--- src/rtl/host_cmd_ctrl.sv ---
// Byte-stream host command controller: decodes WR/RD/STEP/RST frames from a
// receive strobe, drives a simple memory port and CPU run/reset, and replies over a tx handshake.
module host_cmd_ctrl #(
  parameter int ADDR_W  = 32,
  parameter int DATA_W  = 32,
  parameter int STEP_W  = 16,
  parameter int RST_CYC = 4,
  parameter int TIMEOUT = 1000000
) (
  input  logic              clk,
  input  logic              reset,
  input  logic [7:0]        rx_data,
  input  logic              rx_valid,
  output logic [7:0]        tx_data,
  output logic              tx_valid,
  input  logic              tx_ready,
  output logic [ADDR_W-1:0] mem_addr,
  output logic [DATA_W-1:0] mem_wdata,
  output logic              mem_we,
  output logic              mem_re,
  input  logic [DATA_W-1:0] mem_rdata,
  output logic              cpu_run,
  output logic              cpu_reset,
  output logic              rx_overrun,
  output logic              err_timeout
);

  localparam int NA   = ADDR_W / 8;
  localparam int ND   = DATA_W / 8;
  localparam int NS   = STEP_W / 8;
  localparam int BC_W = 8;
  localparam int TM_W = $clog2(TIMEOUT + 1);
  localparam int RC_W = (RST_CYC > 1) ? $clog2(RST_CYC + 1) : 1;

  localparam logic [3:0] IDLE     = 4'd0;
  localparam logic [3:0] GET_ADDR = 4'd1;
  localparam logic [3:0] GET_DATA = 4'd2;
  localparam logic [3:0] GET_CNT  = 4'd3;
  localparam logic [3:0] MEM_WR   = 4'd4;
  localparam logic [3:0] MEM_RD   = 4'd5;
  localparam logic [3:0] RD_WAIT  = 4'd6;
  localparam logic [3:0] SEND     = 4'd7;
  localparam logic [3:0] STEP     = 4'd8;
  localparam logic [3:0] CPU_RST  = 4'd9;
  localparam logic [3:0] ACK      = 4'd10;
  localparam logic [3:0] ERR      = 4'd11;

  logic [3:0]        state;
  logic              is_wr;
  logic [BC_W-1:0]   byte_cnt;
  logic [TM_W-1:0]   timer;
  logic [RC_W-1:0]   rst_cnt;
  logic [ADDR_W-1:0] addr_r;
  logic [DATA_W-1:0] data_r;
  logic [DATA_W-1:0] rd_r;
  logic [STEP_W-1:0] cnt_r;
  logic [ADDR_W+7:0] addr_sh;
  logic [DATA_W+7:0] data_sh;
  logic [STEP_W+7:0] cnt_sh;
  logic              in_get;

  // Little-endian fields: each new byte enters at the top and earlier bytes move down.
  always_comb begin
    addr_sh = {rx_data, addr_r} >> 8;
    data_sh = {rx_data, data_r} >> 8;
    cnt_sh  = {rx_data, cnt_r} >> 8;
    in_get  = (state == GET_ADDR) || (state == GET_DATA) || (state == GET_CNT);
  end

  assign mem_addr  = addr_r;
  assign mem_wdata = data_r;
  assign mem_we    = (state == MEM_WR);
  assign mem_re    = (state == MEM_RD);
  assign cpu_run   = (state == STEP);
  assign cpu_reset = (state == CPU_RST);

  always_ff @(posedge clk) begin
    if (reset) begin
      state       <= IDLE;
      is_wr       <= 1'b0;
      byte_cnt    <= '0;
      timer       <= '0;
      rst_cnt     <= '0;
      addr_r      <= '0;
      data_r      <= '0;
      rd_r        <= '0;
      cnt_r       <= '0;
      tx_data     <= '0;
      tx_valid    <= 1'b0;
      rx_overrun  <= 1'b0;
      err_timeout <= 1'b0;
    end else begin
      err_timeout <= 1'b0;
      if (rx_valid && (state != IDLE) && !in_get)
        rx_overrun <= 1'b1;

      // Inter-byte watchdog; only fires in cycles without rx_valid.
      if (in_get) begin
        if (rx_valid)
          timer <= '0;
        else if (timer == TM_W'(TIMEOUT - 1)) begin
          err_timeout <= 1'b1;
          state       <= IDLE;
        end else
          timer <= timer + 1'b1;
      end

      case (state)
        IDLE: if (rx_valid) begin
          byte_cnt <= '0;
          timer    <= '0;
          rst_cnt  <= '0;
          is_wr    <= (rx_data == 8'h01);
          case (rx_data)
            8'h01, 8'h02: state <= GET_ADDR;
            8'h03:        state <= GET_CNT;
            8'h04:        state <= CPU_RST;
            default:      state <= ERR;
          endcase
        end
        GET_ADDR: if (rx_valid) begin
          addr_r <= addr_sh[ADDR_W-1:0];
          if (byte_cnt == BC_W'(NA - 1)) begin
            byte_cnt <= '0;
            state    <= is_wr ? GET_DATA : MEM_RD;
          end else
            byte_cnt <= byte_cnt + 1'b1;
        end
        GET_DATA: if (rx_valid) begin
          data_r <= data_sh[DATA_W-1:0];
          if (byte_cnt == BC_W'(ND - 1)) begin
            byte_cnt <= '0;
            state    <= MEM_WR;
          end else
            byte_cnt <= byte_cnt + 1'b1;
        end
        GET_CNT: if (rx_valid) begin
          cnt_r <= cnt_sh[STEP_W-1:0];
          if (byte_cnt == BC_W'(NS - 1)) begin
            byte_cnt <= '0;
            state    <= (cnt_sh[STEP_W-1:0] == '0) ? ACK : STEP;
          end else
            byte_cnt <= byte_cnt + 1'b1;
        end
        MEM_WR:  state <= ACK;
        MEM_RD:  state <= RD_WAIT;
        RD_WAIT: begin
          rd_r     <= mem_rdata;
          byte_cnt <= '0;
          state    <= SEND;
        end
        SEND: begin
          if (!tx_valid) begin
            tx_data  <= rd_r[7:0];
            tx_valid <= 1'b1;
          end else if (tx_ready) begin
            tx_valid <= 1'b0;
            rd_r     <= rd_r >> 8;
            if (byte_cnt == BC_W'(ND - 1))
              state <= IDLE;
            else
              byte_cnt <= byte_cnt + 1'b1;
          end
        end
        // Counter holds the remaining run cycles including the current one.
        STEP: begin
          cnt_r <= cnt_r - 1'b1;
          if (cnt_r == STEP_W'(1))
            state <= ACK;
        end
        CPU_RST: begin
          if (rst_cnt == RC_W'(RST_CYC - 1))
            state <= ACK;
          else
            rst_cnt <= rst_cnt + 1'b1;
        end
        ACK, ERR: begin
          if (!tx_valid) begin
            tx_data  <= (state == ACK) ? 8'hA5 : 8'hEE;
            tx_valid <= 1'b1;
          end else if (tx_ready) begin
            tx_valid <= 1'b0;
            state    <= IDLE;
          end
        end
        default: state <= IDLE;
      endcase
    end
  end

endmodule

--- config.mk ---
export PLATFORM = sky130hd
export DESIGN_NAME = host_cmd_ctrl
export DESIGN_NICKNAME = d
export VERILOG_FILES = /design/src/rtl/host_cmd_ctrl.sv
export SDC_FILE = /design/constraint.sdc
export NUM_CORES = 1
export LEC_CHECK = 0
export ABC_AREA = 1
export CAP_MARGIN = 30
export CORE_MARGIN = 5
export CORE_UTILIZATION = 35
export CTS_CLUSTER_SIZE = 10
export DETAILED_ROUTE_END_ITERATION = 10
export PLACE_DENSITY_LB_ADDON = 0.05
export SLEW_MARGIN = 0
export SYNTH_ARGS = -nofsm -noshare
export SYNTH_HDL_FRONTEND = slang
export SYNTH_SLANG_ARGS = --single-unit
--- constraint.sdc ---
create_clock -name clk -period 4.4 [get_ports clk]
set_input_delay 0.44 -clock clk [delete_from_list [all_inputs] [get_ports clk]]
set_output_delay 0.44 -clock clk [all_outputs]
set_load 0.005 [all_outputs]
After elaboration in Yosys (flattened, before gate mapping)
Index checks and enable logic that the tools add are counted.
{ "word_totals": {"wordCells": 123, "out_inout_bits": 79, "register_bits": 159} }
{ "op_classes": {"eq_ne": 29, "add_sub_neg": 4, "n_bitwise": 1, "n_reduce_logical": 26, "n_mux": 50} }
{ "op_table": {"columns": ["cell", "count"], "rows": [
  ["two-way mux 20 bit", 5],
  ["two-way mux 8 bit", 10],
  ["two-way mux 4 bit", 17],
  ["two-way mux 32 bit", 2],
  ["case mux 32 bit (2 select lines)", 1],
  ["case mux 4 bit (11 select lines)", 1],
  ["case mux 8 bit (5 select lines)", 1],
  ["case mux 16 bit (2 select lines)", 1],
  ["== test 8 x 2 -> 1 bit, second input constant", 3],
  ["adder 20 x 1 -> 20 bit, second input constant", 1],
  ["== test 20 bit, second input constant", 1],
  ["== test 16 x 1 -> 1 bit, second input constant", 1],
  ["== test 4 x 3 -> 1 bit, second input constant", 4],
  ["== test 4 bit, second input constant", 4],
  ["== test 8 x 1 -> 1 bit, second input constant", 2],
  ["logical NOT 16 bit", 1],
  ["two-way mux 16 bit", 1],
  ["inequality test 2 bit, second input constant", 8],
  ["case mux 8 bit (2 select lines)", 1],
  ["subtractor 16 x 1 -> 16 bit, second input constant", 1],
  ["case mux 4 bit (3 select lines)", 1],
  ["two-way mux 3 bit", 3],
  ["AND reduction 3 bit", 3],
  ["adder 8 x 1 -> 8 bit, second input constant", 1],
  ["22 further kinds", 36]
]} }

Depth between registers and ports, before layout
{ "logic_depth": {"word_depth": 8, "mapped_depth": 12, "mapped_depth_nobuf": 12} }

Worst setup path before layout
Ideal clock, no wire load.
{ "synth_timing": {"path_type": "flip-flop to output port", "from": "register state[3]", "to": "output cpu_run", "required_ns": 3.960, "t_arrival_ns": 1.121, "path_slack_ns": 2.839, "path_stages_with_launch": 6, "n_path_buf": 1, "cell_sequence": "dfxtp_1 > inv_1 > nor2_1 > nand2_2 > inv_2 > buf_2"} }
{ "synth_between": {"elab_chain_len": 1} }
{ "synth_lines": {"columns": ["item", "line", "text"], "rows": [
  ["start, declared", "48", "logic [3:0] state;"],
  ["start signal, assigned", "125", "state <= is_wr ? GET_DATA : MEM_RD;"],
  ["start signal, assigned", "141", "state <= (cnt_sh[STEP_W-1:0] == '0) ? ACK : STEP;"],
  ["== test 4 bit", "74", "assign cpu_run = (state == STEP);"],
  ["end, declared", "22", "output logic cpu_run,"]
]} }
No other way between the ends.

Worst setup path in the final report
Same ends and word-level chain as after synthesis.

==> flow_metrics.py <==
metrics = {
    "status": {
        "status": "complete, no violations",
    },
    "timing": {
        "finalHoldViolations": 0,
        "slew_headroom": 0.422,
        "finalSetupViolCount": 0,
        "period_minus_slack_ns": 2.82,
        "max_freq_mhz": 355,
        "holdWs_ns": 0.449,
        "finalCritPeriodShare": 0.640,
        "fin_worst_skew_ns": 0.00960,
        "drv_slew": 0,
        "fin_tns_setup_ns": 0,
        "tightest_slew_ns": 0.866,
        "rsz0062_at_grt": "false",
        "setup_slack_ns": 1.58,
    },
    "yosys": {
        "synth_seq_cells": 159,
        "synth-edff-count": 0,
        "synthCells": 1015,
        "yosysWarnings": 0,
        "ys.flop_type": "dfxtp_1",
        "ys_seq_area_frac": 0.430,
        "async_reset_ff_frac": 0,
        "postSynthAreaPerCell_sq_um": 7.30,
        "synth_top_area_frac": 0.430,
        "yosys-top-cells-area": "dfxtp_1, nand2_1, nand3_1",
        "yosys.area.top_type": "dfxtp_1",
        "yosys.cell_count.top_type": "nand2_1",
        "synth_commonest_cells": "nand2_1, dfxtp_1, nor2_1, nand3_1, a21oi_1",
        "synth_area_sq_mm": 0.00740,
        "synth_cell_type_count": 44,
        "synth_nets": 1066,
    },
    "floorplanning": {
        "coreArea_sq_mm": 0.0210,
        "die_y_um": 155,
        "die_area_sq_mm": 0.0242,
        "rows": 53,
        "initial_core_util": 0.353,
        "die_w_um": 155,
        "ios": 123,
    },
    "power_and_ir_drop": {
        "intPower_mw": 2.98,
        "power_mw": 4.61,
        "p_switching_mw": 1.63,
        "combPwrFrac": 0.290,
        "leakage_nw": 3.44,
        "clkPwrFrac": 0.349,
        "pwr-share-seq": 0.361,
        "peakVddDrop_mv": 0.256,
        "p_per_area_mw_per_mm2": 488,
        "swShare": 0.353,
    },
    "worst_setup_path": {
        "cp_cell_sequence": "inv_1, nor2_1, nand2_2, inv_2, clkdlybuf4s50_1",
        "max_stage_delay_ns": 0.57,
        "worst_setup_path_end_kind": "primary output",
        "crit_path_top_delay_cell": "clkdlybuf4s50_1",
        "cp-start-kind": "flip-flop",
        "crit_buf_inv": 3,
        "critPathRequiredTime_ns": 3.96,
        "worstPathArrival_ns": 2.38,
        "reg2reg_slack_ns": 1.89,
        "worstSetupPathType": "reg -> out",
        "path_max_fanout": 19,
        "cpLargestDelayFamily": "buffers and inverters",
    },
    "routing": {
        "wl_per_cell_um": 14.6,
        "ant_nets": 0,
        "routed_via_density": 4.88,
        "routed_wl_mm": 20.5,
        "drtPass1Iterations": 5,
        "drt_iter0_drc": 504,
        "drcViolationCount": 0,
        "via_count": 6848,
    },
    "placement": {
        "place.gp.congestion": 0.844,
        "port-buffer-count": 122,
        "dpl-instance-area_sq_mm": 0.00882,
        "dp.cells": 1370,
        "place_ws_ns": 1.90,
        "hpwl_mm": 14.2,
    },
    "global_route": {
        "grt_pass1_wl_mm": 34.0,
        "grt_start_max_net_pins": 68,
        "grt_antenna_before_repair": 0,
        "grt_usage": 0.171,
        "overflow": 0,
        "grt_pass1_vias": 6466,
    },
    "cells_and_area": {
        "nets": 1165,
        "final_layout_size_suffix_gt1_frac": 0.0834,
        "stdcell_area_sq_mm": 0.00945,
        "stdcell_count": 1402,
        "area_delta_synth_final_pct": 27.6,
        "fin_util": 0.451,
        "antenna_cells": 0,
    },
    "clock_tree": {
        "cts_root_buf": "clkbuf_16",
        "cts-hold-fix-buffers": 0,
        "cts_resized": 0,
        "clk_latency_ns": 0.42,
        "cts_sinks": 159,
        "htree_levels": 4,
        "cts_made_buffers": 17,
        "clockBufferDepth": 2,
        "postCtsSetupRepairBufs": 0,
        "clkTransAtPathRegs_ns": 0.06,
        "cts_tree": "yes",
    },
    "flow_run": {
        "drv_cap": 0,
    },
    "hold_path": {
        "hold_path.class": "reg -> reg",
    },
}
## worst reg2reg max path: stages, from the launching register on
cell and delay (ns):
dfxtp_1 0.50, nand2_2 0.17, nor2_4 0.26, buf_4 0.34, a21oi_4 0.16, inv_2 0.66
o21ai_0 0.17, a31oi_1 0.18
## area by class of cell
cell class              count  area, sq um
flip-flops and latches    159         3180
well taps                 275          344
multi-input cells         724         3680
clock inverters            14          200
clock buffers              18          429
inverters                  83          317
repair buffers            129         1290
fillers                  2190        11500
## power groups by stage
stage                     sequential [mW]  clock, mW  combinational [mW]
after CTS                            1.66       1.64                1.35
after detailed placement             1.69          0                1.34
after global routing                 1.68       1.71                1.53
after global placement               1.69          0                1.33
final                                1.66       1.61                1.34
after floorplan                      1.66          0               0.964
## routing by layer
layer,up-vias,part of all wire,track usage
li1,3590,-,-
met1,3121,0.48,0.239
met2,123,0.47,0.270
met3,14,0.037,0.0370
met4,0,0.010,0.0383
met5,-,0,0
## registers in the layout, indices dropped and copies added (netlist names)
| name | flops |
|---|---|
| rst_cnt | 3 |
| state | 4 |
| cnt_r | 16 |
| is_wr | 1 |
| mem_addr | 32 |
| rx_overrun | 1 |
| byte_cnt | 8 |
| tx_valid | 1 |
| mem_wdata | 32 |
| err_timeout | 1 |
| timer | 20 |
| rd_r | 32 |
| tx_data | 8 |
## cell usage in the layout, fill, tap and decap left out, types with 7 or more instances in the layout
cell type / n
o21ai_0: 40
nor3_1: 13
inv_2: 8
inv_6: 7
nand3_1: 107
clkbuf_16: 17
xor2_1: 9
inv_1: 72
clkdlybuf4s50_1: 120
nor2_1: 109
nand2_1: 240
nand2_2: 8
ha_1: 7
a311oi_2: 17
o22ai_1: 7
dfxtp_1: 159
a21oi_1: 101
a22oi_1: 8
nand4_1: 12
## cells by family (layout without fill, tap and decap cells)
group | after synthesis | after routing | share of synthesized area
buffers and inverters | 132 | 244 | 0.0737
XOR/XNOR | 9 | 9 | 0.0106
adder cells (fa/ha/maj) | 7 | 7 | 0.0118
flip-flops | 159 | 159 | 0.430
AO/OA/AOI/OAI | 204 | 204 | 0.182
AND/OR/NAND/NOR | 504 | 504 | 0.292
## worst paths after layout
kind | start | end | cells past startpoint
worst max register to register | state[1] | rd_r[14] | 7
worst min-delay path | timer[5] | timer[5] | 2
worst max-delay path | state[3] | cpu_run | 5
worst min register to register | timer[5] | timer[5] | 2
Power figures use the tool's default switching activity.
